`src/rtl/shift_register_ctrl.sv`:
```
`default_nettype none
// ============================================================================
//  Module   : shift_register_ctrl
//  Brief    : Serialises a parallel word MSB-first into an external shift
//             register, then verifies the read-back contents.
//  Revision : 1.0 - initial release
// ============================================================================
module shift_register_ctrl #(
    parameter int WIDTH       = 8,
    parameter int CLEAR_FIRST = 1
) (
    input  logic                       clk,
    input  logic                       reset_n,
    input  logic                       load_valid,
    input  logic [WIDTH-1:0]           load_data,
    output logic                       load_ready,
    input  logic                       hold,
    input  logic                       abort,
    input  logic [WIDTH-1:0]           sr_stored_data,
    output logic                       sr_data,
    output logic                       sr_shift_enable,
    output logic                       sr_clear,
    output logic                       busy,
    output logic                       done,
    output logic                       match,
    output logic [$clog2(WIDTH+1)-1:0] bit_count
);

    localparam int               c_CNT_W = $clog2(WIDTH + 1);
    localparam logic [c_CNT_W-1:0] c_LAST  = c_CNT_W'(WIDTH - 1);
    localparam logic [c_CNT_W-1:0] c_ONE   = c_CNT_W'(1);

    typedef enum logic [1:0] {
        S_IDLE  = 2'd0,
        S_CLEAR = 2'd1,
        S_SHIFT = 2'd2,
        S_CHECK = 2'd3
    } state_t;

    state_t               r_state;
    state_t               w_state_nxt;
    logic [WIDTH-1:0]     r_word;
    logic [WIDTH-1:0]     r_shreg;
    logic [c_CNT_W-1:0]   r_cnt;
    logic                 r_match;

    logic                 w_accept;
    logic                 w_shift;
    logic                 w_busy;
    logic                 w_eq;

    assign w_busy   = (r_state != S_IDLE);
    assign w_accept = (r_state == S_IDLE) && load_valid;
    assign w_shift  = (r_state == S_SHIFT) && !hold && !abort;
    assign w_eq     = (sr_stored_data == r_word);

    always_comb begin
        w_state_nxt = r_state;
        case (r_state)
            S_IDLE: begin
                if (load_valid) begin
                    w_state_nxt = (CLEAR_FIRST != 0) ? S_CLEAR : S_SHIFT;
                end
            end
            S_CLEAR: begin
                w_state_nxt = abort ? S_IDLE : S_SHIFT;
            end
            S_SHIFT: begin
                if (abort) begin
                    w_state_nxt = S_IDLE;
                end else if (!hold && (r_cnt == c_LAST)) begin
                    w_state_nxt = S_CHECK;
                end
            end
            S_CHECK: begin
                w_state_nxt = S_IDLE;
            end
            default: begin
                w_state_nxt = S_IDLE;
            end
        endcase
    end

    always_ff @(posedge clk or negedge reset_n) begin
        if (!reset_n) begin
            r_state <= S_IDLE;
        end else begin
            r_state <= w_state_nxt;
        end
    end

    // Datapath: working copy shifts out MSB-first, r_word is kept for the check.
    always_ff @(posedge clk or negedge reset_n) begin
        if (!reset_n) begin
            r_word  <= '0;
            r_shreg <= '0;
            r_cnt   <= '0;
            r_match <= 1'b0;
        end else begin
            if (w_accept) begin
                r_word  <= load_data;
                r_shreg <= load_data;
                r_cnt   <= '0;
                r_match <= 1'b0;
            end else if (w_busy && abort) begin
                r_match <= 1'b0;
            end else if (w_shift) begin
                r_shreg <= r_shreg << 1;
                r_cnt   <= r_cnt + c_ONE;
            end else if (r_state == S_CHECK) begin
                r_match <= w_eq;
            end
        end
    end

    always_comb begin
        load_ready      = (r_state == S_IDLE);
        busy            = w_busy;
        sr_clear        = (r_state == S_CLEAR) || (w_busy && abort);
        sr_shift_enable = w_shift;
        sr_data         = (r_state == S_SHIFT) ? r_shreg[WIDTH-1] : 1'b0;
        done            = (r_state == S_CHECK) && !abort;
        // Read-back settles during CHECK, so match is shown live there and held after.
        match           = (r_state == S_CHECK) ? (!abort && w_eq) : r_match;
        bit_count       = r_cnt;
    end

endmodule
`default_nettype wire

```
`config.mk`:
```
export PLATFORM = sky130hd
export DESIGN_NAME = shift_register_ctrl
export DESIGN_NICKNAME = d
export VERILOG_FILES = /design/src/rtl/shift_register_ctrl.sv
export SDC_FILE = /design/constraint.sdc
export NUM_CORES = 1
export LEC_CHECK = 0
export ABC_AREA = 0
export ABC_CLOCK_PERIOD_IN_PS = 1500
export BUFFER_PORTS_ARGS = -buffer_cell sky130_fd_sc_hd__buf_2
export CAP_MARGIN = 5
export CORE_UTILIZATION = 34
export CTS_BUF_LIST = sky130_fd_sc_hd__clkbuf_4 sky130_fd_sc_hd__clkbuf_8
export DETAILED_ROUTE_END_ITERATION = 16
export GPL_TIMING_DRIVEN = 0
export PLACE_DENSITY = 0.62
export SYNTH_ARGS = -nofsm -noshare
export SYNTH_HDL_FRONTEND = slang
export SYNTH_SLANG_ARGS = --single-unit
```
`constraint.sdc`:
```
create_clock -name clk -period 1.5 [get_ports clk]
set_clock_uncertainty 0.15 [all_clocks]
set_input_delay 0.3 -clock clk [delete_from_list [all_inputs] [get_ports clk]]
set_output_delay 0.3 -clock clk [all_outputs]
set_load 0.005 [all_outputs]
```
==> run summary <==
Via density: 4.69
Primary FF master, synth: dfrtp_1
grt total ovfl: 0
initial antenna violation count: 0
fin cells: 213
CTS max path bufs: 2
H-Tree Depth: 1
Root Driver: clkbuf_4
Slew Limit Headroom: 66.3%
worst vdd ir: 0.608 mV
Post-synth EDFFs: 0
cell row count: 20
Worst Hold Class: input port to flip-flop
die height: 59.6 um
vias in the first global route: 979
Total GRT Usage: 17.1%
critical path's slowest cell: dfrtp_1
TritonCTS clock tree: yes
Yosys Warn Count: 0
Tmin final: 2.01 ns
DRC: 0
Antenna diodes: 0
final setup vio count: 26
Post-Synthesis Cells: 117
leakage power: 0.908 nW
#FFs+latches synth: 23
initial DRC count: 17
Post-DP Area: 0.00134 mm^2
num ports: 32
syn avg cell area: 9.65 um^2
Worst Max-Slew Pin Slew: 0.505 ns
failing checks: setup timing
most frequent cells in the layout: buf_2, dfrtp_1, nand2_1
First-pass DRT Iterations: 4
Detailed Route WL: 2.99 mm
Placer Congestion: 0.776
final setup margin: -0.515 ns
IO buf count: 30
vias post-DR: 999
critical path cell sequence: xor2_1, nor4_2, nand4_1, nand2_1, buf_2
period utilization: 134%
Initial Utilization: 36.4%
fraction of registers with async set/reset: 100%
Critical Path Max Stage Delay: 0.41 ns
synthesis-to-finish area growth: 55.7%
# clock sinks: 23
Syn Std Cell Area: 0.00113 mm^2
CTS clk-pin slew, worst paths: 0.13 ns
Worst EP arrival: 1.56 ns
worst-skew pair later-pin latency: 0.32 ns
RR Startpoint: r_state[0]$_DFFE_PN0P_
Die ar.: 0.00355 mm^2
global-route wire length before repair: 4.47 mm
Die Wd: 59.6 um
Fin. Hold Viols: 0
WS Path Type: flip-flop to output port
Distinct cells, synth: 26
hpwl dp: 1.78 mm
CORE AREA: 0.00310 mm^2
# Max-Cap Violations: 0
Wirelength per Cell: 14.0 um
Final Slew Violations: 0
Setup crit end kind: output port
total CTS buffers: 3
fmax: 496 MHz
DRT antenna net count: 0
Critical Path RT: 1.05 ns
Final Cell Area: 0.00176 mm^2
Critical Path Source: r_word[4]$_DFFE_PN0N_
cell taking the most area after synthesis: dfrtp_1
reg2reg setup slack: -0.14 ns
PD cells: 1160 mW/mm^2
maximum fanout along the worst path: 2
commonest non-fill, non-tap cell in the layout: buf_2
placed cell count: 191
Area contributors post-synth: dfrtp_1, nand2_1, xor2_1, mux2i_1, nor2_1
RSZ-0062 raised after global routing: true
top cell type's share of synthesized area: 51.0%
syn_nets: 139
post-synthesis sequential area ratio: 51.0%
Hold Startpoint: load_data[4]
largest net degree at the start of global routing: 24
Worst setup SP type: flip-flop
NumNets Final: 192
layout cells sized above 1: 54.4%
status: complete, but fails checks
final total power: 0.00204 W
[layout make-up]
type                       instances  area, um^2
inverter                           1        3.75
clock inverter                     1        5.00
sequential                        23         577
buffer                             4        45.0
tap                               44        55.1
timing repair buffer              48         352
clock buffer                       3        22.5
multi-input combinational         89         697
fill                             289        1350
[metrics by stage]
stage	worst slack, ns	hold WS, ns	utilization [%]	TNS (ns)
after floorplan	-0.0664	-0.146	-	-0.133
after global placement	-0.287	0.150	43.1	-4.28
after detailed placement	-0.286	0.156	43.1	-4.32
after CTS	-0.498	0.0338	50.9	-2.76
after global routing	-0.582	0.0325	56.6	-5.45
final	-0.515	0.0417	56.6	-3.82
[final timing paths]
| path | endpoint | cells past startpoint |
|---|---|---|
| max | match | 5 |
| min | r_word[4]$_DFFE_PN0N_ | 3 |
| max reg2reg | bit_count[3]$_DFFE_PN0P_ | 6 |
| min reg2reg | r_shreg[5]$_DFFE_PN0P_ | 2 |
| max in group asynchronous | r_state[0]$_DFFE_PN0P_ | 2 |
| min in group asynchronous | r_shreg[2]$_DFFE_PN0P_ | 2 |
[report_power, final]
| part | internal [W] | leakage [nW] | switching, W | total [W] |
|---|---|---|---|---|
| Sequential | 0.000778 | 0.291 | 0.000111 | 0.000889 |
| Clock | 0.0000999 | 0.0177 | 0.000195 | 0.000295 |
| Combinational | 0.000442 | 0.599 | 0.000417 | 0.000860 |
| Total | 0.00132 | 0.908 | 0.000722 | 0.00204 |
[registers in the layout, indices dropped and copies added, names as in the netlist]
register / count
r_state: 2
bit_count: 4
r_match: 1
r_word: 8
r_shreg: 8
[synth_stat cells (2+ instances only)]
library cell  count
nand2_1          39
dfrtp_1          23
xor2_1            8
nor2_1            7
o21ai_0           5
mux2i_1           4
buf_2             3
nand3_1           3
xnor2_1           3
buf_6             2
nand4_1           2
nor2b_1           2
nor4_1            2
o21ai_2           2
[critical path, delay by kind of cell (launching register included)]
family	cells	cell delay (ns)
xor+xnor	1	0.15
buf+inv	1	0.12
flops	1	0.41
simple gates	3	0.57
[kinds of logic after synthesis]
family	synth area share (%)
buffers and inverters	3.66
AND/OR/NAND/NOR	25.1
multiplexers	4.55
AO/OA/AOI/OAI	6.10
flip-flops	51.0
XOR/XNOR	8.54
adder cells (fa/ha/maj)	1.11
[routing by layer]
| metal | up-vias | GRT usage (%) | part of all wire, % |
|---|---|---|---|
| li1 | 492 | - | - |
| met1 | 465 | 23.4 | 44 |
| met2 | 38 | 27.9 | 49 |
| met3 | 4 | 4.59 | 5.8 |
| met4 | 0 | 2.33 | 0.80 |
| met5 | - | 0 | 0 |
[what timing repair did]
action | CTS | global route
endpoints found under the setup margin | 25 | 27
gates cloned | 1 | 1
pin swaps | 14 | 14
gates resized for setup | 33 | 43
hold buffers | 1 | 0
setup buffers | 12 | 7
endpoints found under the hold margin | 23 | 0
Note: power is estimated with default switching activity, not from simulation.
